File: src/rtl/mod_counter_pkg.sv
// ---------------------------------------------------------------------------
// mod_counter_pkg
// Shared constants and helpers for the modulo-N event counter family.
//   DEFAULT_WIDTH / DEFAULT_MODULUS : default parameter values for counters
//   wideT                           : generous fixed-width carrier type used by
//                                     the helpers so any WIDTH up to 32 fits
//   terminalValue(lim, up)          : value at which a terminal event fires
//   startValue(lim, up)             : value the count restarts from
// ---------------------------------------------------------------------------
package mod_counter_pkg;

  localparam int DEFAULT_WIDTH   = 16;
  localparam int DEFAULT_MODULUS = 10000;
  localparam int MAX_WIDTH       = 32;

  typedef logic [MAX_WIDTH-1:0] wideT;

  // Counting up ends at limit-1; counting down ends at 0.
  function automatic wideT terminalValue(input wideT lim, input logic up);
    return up ? (lim - wideT'(1)) : '0;
  endfunction

  // Counting up starts at 0; counting down starts at limit-1.
  function automatic wideT startValue(input wideT lim, input logic up);
    return up ? '0 : (lim - wideT'(1));
  endfunction

endpackage

File: src/rtl/mod_counter_gen.sv
// ---------------------------------------------------------------------------
// mod_counter_gen
// Modulo-N event counter with a runtime-loadable limit, up/down direction,
// wrap or one-shot mode, a registered cascade carry pulse and a done flag.
//
// Parameters
//   WIDTH    : width of count, limit and limitIn
//   MODULUS  : limit value after reset (1 .. 2^WIDTH-1)
// Ports
//   tick      in   : clock, rising edge
//   reset     in   : synchronous active-high reset
//   enable    in   : count enable
//   clear     in   : return count to the start value, clears done
//   up        in   : 1 = count up, 0 = count down
//   oneShot   in   : 1 = stop at terminal value, 0 = wrap
//   loadLimit in   : load limitIn into the limit register
//   limitIn   in   : new limit (0 is treated as 1)
//   count     out  : current count (registered)
//   limit     out  : current limit (registered)
//   reached   out  : count equals the terminal value (combinational)
//   carry     out  : one-cycle pulse after each terminal event (registered)
//   done      out  : one-shot finished (registered level)
// Cascade stages externally by feeding carry into the next stage's enable.
// ---------------------------------------------------------------------------
module mod_counter_gen
  import mod_counter_pkg::*;
#(
  parameter int WIDTH   = DEFAULT_WIDTH,
  parameter int MODULUS = DEFAULT_MODULUS
) (
  input  logic             tick,
  input  logic             reset,
  input  logic             enable,
  input  logic             clear,
  input  logic             up,
  input  logic             oneShot,
  input  logic             loadLimit,
  input  logic [WIDTH-1:0] limitIn,
  output logic [WIDTH-1:0] count,
  output logic [WIDTH-1:0] limit,
  output logic             reached,
  output logic             carry,
  output logic             done
);

  logic [WIDTH-1:0] terminal;
  logic [WIDTH-1:0] start;
  logic [WIDTH-1:0] newLimit;
  logic [WIDTH-1:0] loadStart;
  logic [WIDTH-1:0] resetCount;

  // Terminal and start values follow the live up input, so a direction
  // change simply continues from the present count on the next enabled tick.
  assign terminal = WIDTH'(terminalValue(wideT'(limit), up));
  assign start    = WIDTH'(startValue(wideT'(limit), up));

  // A zero limit would leave no legal count value, so it is clamped to 1.
  assign newLimit  = (limitIn == '0) ? WIDTH'(1) : limitIn;
  assign loadStart = WIDTH'(startValue(wideT'(newLimit), up));

  assign resetCount = up ? '0 : WIDTH'(MODULUS - 1);

  assign reached = (count == terminal);

  // Register update with priority reset > loadLimit > clear > enable > hold.
  // Once done is set the counter is frozen until reset, clear or a load.
  always_ff @(posedge tick) begin
    if (reset) begin
      limit <= WIDTH'(MODULUS);
      count <= resetCount;
      carry <= 1'b0;
      done  <= 1'b0;
    end else if (loadLimit) begin
      limit <= newLimit;
      count <= loadStart;
      carry <= 1'b0;
      done  <= 1'b0;
    end else if (clear) begin
      count <= start;
      carry <= 1'b0;
      done  <= 1'b0;
    end else if (enable && !done) begin
      if (count == terminal) begin
        carry <= 1'b1;
        if (oneShot) begin
          done <= 1'b1;
        end else begin
          count <= start;
        end
      end else begin
        carry <= 1'b0;
        count <= up ? (count + WIDTH'(1)) : (count - WIDTH'(1));
      end
    end else begin
      carry <= 1'b0;
    end
  end

endmodule

File: config.mk
export PLATFORM = sky130hd
export DESIGN_NAME = mod_counter_gen
export DESIGN_NICKNAME = d
export VERILOG_FILES = /design/src/rtl/mod_counter_pkg.sv /design/src/rtl/mod_counter_gen.sv
export SDC_FILE = /design/constraint.sdc
export NUM_CORES = 1
export LEC_CHECK = 0
export CORE_MARGIN = 2
export CORE_UTILIZATION = 58
export CTS_BUF_LIST = sky130_fd_sc_hd__clkbuf_4 sky130_fd_sc_hd__clkbuf_8 sky130_fd_sc_hd__clkbuf_16
export CTS_CLUSTER_SIZE = 28
export DETAILED_ROUTE_END_ITERATION = 10
export GPL_TIMING_DRIVEN = 0
export PLACE_DENSITY = 0.87
export SYNTH_ARGS = -nofsm -noshare
export SYNTH_HDL_FRONTEND = slang
export SYNTH_SLANG_ARGS = --single-unit
File: constraint.sdc
create_clock -name tick -period 8.2 [get_ports tick]
set_input_delay 1.64 -clock tick [delete_from_list [all_inputs] [get_ports tick]]
set_output_delay 1.64 -clock tick [all_outputs]
set_load 0.005 [all_outputs]
=== After elaboration in Yosys (flattened, before gate mapping) ===
Cells that the tools add are included.

* Latch bits: 0
* Bits in writable memories: 0
* Register bits after elaboration: 34
* Memory bits (read-only): 0
* Input bits: 23
* Memories kept: 0

* Magnitude comparators: 0
* Multipliers: 0
* Divide/modulo/power cells: 0
* Multiplexer cells: 13
* $add $sub $neg: 4
* Shift-type cells: 0
* Bitwise operators: 1
* Reductions and logical operators: 8
* Equality and inequality tests: 2

{| class="wikitable"
|+ Operators with widths
! operator !! number
|-
| $mux 16 || 11
|-
| $sub 16x1->16 const B || 3
|-
| $add 16x1->16 const B || 1
|-
| $eq 16x16->1 || 1
|-
| $logic_not 16->1 || 1
|-
| $mux 14 || 1
|-
| $ne 5x5->1 const B || 1
|-
| $reduce_bool 4->1 || 1
|-
| $reduce_or 4->1 || 1
|-
| $reduce_and 3->1 || 1
|-
| $reduce_or 3->1 || 1
|-
| $reduce_and 2->1 || 1
|-
| $logic_and 1x1->1 || 1
|-
| $logic_not 1->1 || 1
|-
| $mux 1 || 1
|-
| $not 1->1 || 1
|}

=== Depth between registers and ports, before layout ===
* Depth in word-level cells: 8
* Depth in mapped cells: 13

=== Least setup slack after synthesis ===
OpenSTA, ideal clock, no wires.

* Path kind: input port to flip-flop
* From: input up
* To: register count[15], data pin
* Library setup time: 265 ps
* Data required time: 7935 ps
* Cell stages on the path: 12
* Arrival: 4805 ps
* Buffers on the path: 1
* Path slack: 3131 ps
* Path through: inv_1 -> clkbuf_1 -> ha_1 -> a211o_1 -> a2111oi_0 -> o31ai_1 -> o41ai_1 -> o2111ai_1 -> a21oi_1 -> xnor2_1 -> and2_1 -> o211ai_1

* Longest elaborated chain between the ends: 7
* Elaborated cells between the ends (all ways): 11

{| class="wikitable"
|+ Ends and longest elaborated chain
! what !! RTL line !! RTL
|-
| start, declared || mod_counter_gen.sv:35 || <nowiki>input logic up,</nowiki>
|-
| $mux 16, on equally long branches || mod_counter_pkg.sv:20, mod_counter_pkg.sv:25 ||
|-
| $eq 16x16->1 / $mux 16 (equally long branches) || mod_counter_gen.sv:83, mod_counter_gen.sv:85 ||
|-
| $mux 16 || mod_counter_gen.sv:83 || <nowiki>if (count == terminal) begin</nowiki>
|-
| $mux 16 || mod_counter_gen.sv:82 || <nowiki>end else if (enable && !done) begin</nowiki>
|-
| $mux 16 || mod_counter_gen.sv:78 || <nowiki>end else if (clear) begin</nowiki>
|-
| $mux 16 * || mod_counter_gen.sv:73 || <nowiki>end else if (loadLimit) begin</nowiki>
|-
| $mux 16 * || mod_counter_gen.sv:68 || <nowiki>if (reset) begin</nowiki>
|-
| end signal, assigned || mod_counter_gen.sv:70 || <nowiki>count <= resetCount;</nowiki>
|-
| end signal, assigned || mod_counter_gen.sv:75 || <nowiki>count <= loadStart;</nowiki>
|-
| end signal, assigned || mod_counter_gen.sv:79 || <nowiki>count <= start;</nowiki>
|-
| end, declared || mod_counter_gen.sv:39 || <nowiki>output logic [WIDTH-1:0] count,</nowiki>
|}

Mark *: on every way between the ends. The rest lies on a longest branch, timed or not. The select of a mux whose other input is x is not followed.
A chain may end at the register's enable or synchronous reset.

=== Final worst setup path ===
* From: input up
* To: output reached

* Longest elaborated chain between the ends: 2

{| class="wikitable"
|+ Ends and longest elaborated chain
! what !! RTL line !! RTL
|-
| $mux 16 || mod_counter_pkg.sv:20 || <nowiki>return up ? (lim - wideT'(1)) : '0;</nowiki>
|-
| $eq 16x16->1 || mod_counter_gen.sv:63 || <nowiki>assign reached = (count == terminal);</nowiki>
|-
| end, declared || mod_counter_gen.sv:41 || <nowiki>output logic reached,</nowiki>
|}

No other way between the ends.

==> impl_metrics.json <==
{
  "layout.nets": 496,
  "cts-buffers-inserted": 5,
  "place_inst": 521,
  "vdd_ir_drop_max_uv": 87.3,
  "first_pass_iters": 5,
  "die-area_um2": 6350,
  "rr_endpoint": "count[4]$_SDFFCE_PP0P_",
  "remaining_drc_errors": 0,
  "grt_util_all_layers": 0.311,
  "power.leakage_nw": 1.57,
  "grt.overflow.total": 0,
  "grt_first_pass_wirelength_um": 15300,
  "ctsHoldBuffers": 0,
  "syn_area_per_cell_um2": 8.45,
  "vias": 3338,
  "via_per_inst": 6.31,
  "antenna_cells": 0,
  "crit_path_start_kind": "input port",
  "drive_above_1_share": 0.0481,
  "crit_end": "reached",
  "antenna_found_initial": 0,
  "slew_headroom": 0.171,
  "place_area_um2": 3970,
  "synth_fp_nets": 433,
  "maxCapViolations": 0,
  "hold_class": "reg2reg",
  "reg2reg_depth": 12,
  "grt_pass1_vias": 3147,
  "path_clk_slew_ns": 0.07,
  "fp.dieW_um": 79.7,
  "wl_per_cell_um": 17.6,
  "worstMarginPinSlew_ns": 1.24,
  "critPathLaunch": "up",
  "grt_max_degree": 25,
  "outcome": "finished clean",
  "drt_iter0_drc": 383,
  "finClkSkew_ns": 0.00283,
  "gp_congestion": 0.965,
  "port-buffer-count": 56,
  "fp-row-count": 27,
  "yosys_warnings": 0,
  "area_growth_pct": 22.3,
  "clk_path_buf_depth": 2,
  "fill_cells": 431,
  "fin_area_um2": 4060,
  "synth-edff-count": 16,
  "synth-seq-cells": 34,
  "max_freq_ghz": 0.156,
  "post_cts_buffers": 0,
  "cts_tree": "yes",
  "fin_crit_sh": 0.783,
  "h-tree-depth": 2,
  "synth_cells": 393,
  "finalNonFillerCells": 529,
  "place_worst_setup_slack_ns": 1.74,
  "cts_resized": 0,
  "netlist_area_um2": 3320,
  "finalHoldViolCount": 0,
  "rr_startpoint": "limit[0]$_SDFFE_PP0P_",
  "synth_flop_cell": "dfxtp_1",
  "setup-tns-final_ns": 0,
  "ys_async_sr_fraction": 0,
  "clk_latency_ns": 0.29,
  "setup_viol": 0,
  "worst_setup_path_end_kind": "output pin",
  "rsz0062_at_grt": "no",
  "power_density_nw_per_um2": 144,
  "cp_data_arrival_time_ns": 4.78,
  "slew_viol_final": 0,
  "die_h_um": 79.7,
  "min_from": "done$_SDFFE_PP0P_",
  "drtAntennaViolNets": 0,
  "crit_required_ns": 6.56,
  "cts-root-buf": "clkbuf_8",
  "synth_cell_types": 65,
  "worst_slack_ns": 1.78,
  "coreArea_um2": 5510,
  "dp_hpwl_um": 7200,
  "worst-r2r-setup-slack_ns": 4.06,
  "finalCriticalPeriod_ns": 6.42,
  "start_util": 0.603,
  "yosysSeqAreaShare": 0.253,
  "worstPathMaxFanout": 24,
  "setup.worst_path.class": "in2out",
  "num_io_pins": 58,
  "cts.sinks": 34,
  "fin_hold_ws_ns": 0.562,
  "drt-total-wl_um": 9300
}
-- report_power, final --
| group | switching, mW | internal, mW |
|---|---|---|
| clock | 0.0611 | 0.0702 |
| sequential | 0.0245 | 0.194 |
| combinational | 0.116 | 0.119 |
-- synth_stat cells, types with 6 or more instances --
cell type | number | area share
nor2_1 | 41 | 0.046
a21oi_1 | 23 | 0.035
xor2_1 | 22 | 0.058
nand2_1 | 20 | 0.023
dfxtp_1 | 18 | 0.11
xnor2_1 | 18 | 0.047
edfxtp_1 | 16 | 0.14
ha_1 | 16 | 0.060
inv_1 | 16 | 0.018
mux2i_1 | 16 | 0.048
nor3_1 | 15 | 0.023
clkbuf_1 | 14 | 0.016
nand3_1 | 9 | 0.014
o21ai_0 | 9 | 0.014
o22ai_1 | 9 | 0.017
a211o_1 | 8 | 0.021
nor2b_1 | 8 | 0.015
nand3b_1 | 7 | 0.016
or3_1 | 7 | 0.013
nor4_1 | 6 | 0.011
o31a_1 | 6 | 0.016
-- cell usage in the layout, fill, tap and decap left out, drive strengths merged, types with 6 or more instances in the layout --
| cell | count |
|---|---|
| a211o | 8 |
| a21oi | 23 |
| clkbuf | 22 |
| clkdlybuf4s50 | 56 |
| dfxtp | 18 |
| edfxtp | 16 |
| ha | 16 |
| inv | 16 |
| mux2i | 16 |
| nand2 | 20 |
| nand3 | 9 |
| nand3b | 7 |
| nor2 | 41 |
| nor2b | 8 |
| nor3 | 15 |
| nor4 | 6 |
| o21ai | 9 |
| o22ai | 10 |
| o31a | 6 |
| or3 | 7 |
| xnor2 | 18 |
| xor2 | 22 |
-- worst min path at each step --
stage	endpoint	cells past startpoint
3_5_place_dp	done$_SDFFE_PP0P_	2
3_3_place_gp	done$_SDFFE_PP0P_	2
2_1_floorplan	limit[0]$_SDFFE_PP0P_	1
6_report	carry$_SDFF_PP0_	2
4_1_cts	done$_SDFFE_PP0P_	2
5_1_grt	carry$_SDFF_PP0_	2
-- per-stage QoR --
step           power [mW]   util
2_1_floorplan       0.369      -
3_3_place_gp        0.444  0.721
3_5_place_dp        0.451  0.721
4_1_cts             0.580  0.738
5_1_grt             0.617  0.738
6_report            0.585  0.738
-- flip-flops by register name, indices dropped and copies added, names as in the netlist --
| name | flops |
|---|---|
| count | 16 |
| limit | 16 |
| carry | 1 |
| done | 1 |
-- worst max-delay path, stage by stage --
cell,delay (ns)
clkdlybuf4s50_1,0.52
inv_1,0.17
clkbuf_1,0.93
a21oi_1,0.07
o311ai_1,0.28
nand4_1,0.18
nor3_1,0.39
clkdlybuf4s50_1,0.59
-- kinds of logic after synthesis --
| group | count (synthesis) | share of synthesized area |
|---|---|---|
| buffers and inverters | 35 | 0.0452 |
| and+or+nand+nor | 146 | 0.236 |
| AOI/OAI and AO/OA | 100 | 0.213 |
| muxes | 18 | 0.0595 |
| xor gates and xnor gates | 43 | 0.127 |
| adders and majority gates | 17 | 0.0663 |
| DFF | 34 | 0.253 |
-- final cells by class --
class	count	area [µm²]	share of cell area
Multi-Input combinational cell	324	2330	0.573
Timing Repair Buffer	56	561	0.138
Buffer	19	90.1	0.0222
Inverter	16	60.1	0.0148
Sequential cell	34	841	0.207
Tap cell	72	90.1	0.0222
Clock buffer	8	91.3	0.0225
-- routing by layer --
| metal | GRT usage | routed length (µm) |
|---|---|---|
| met1 | 0.420 | 3990 |
| met2 | 0.503 | 4300 |
| met3 | 0.0566 | 841 |
| met4 | 0.100 | 164 |
| met5 | 0 | 0 |
Note: power is estimated with default switching activity, not from simulation.
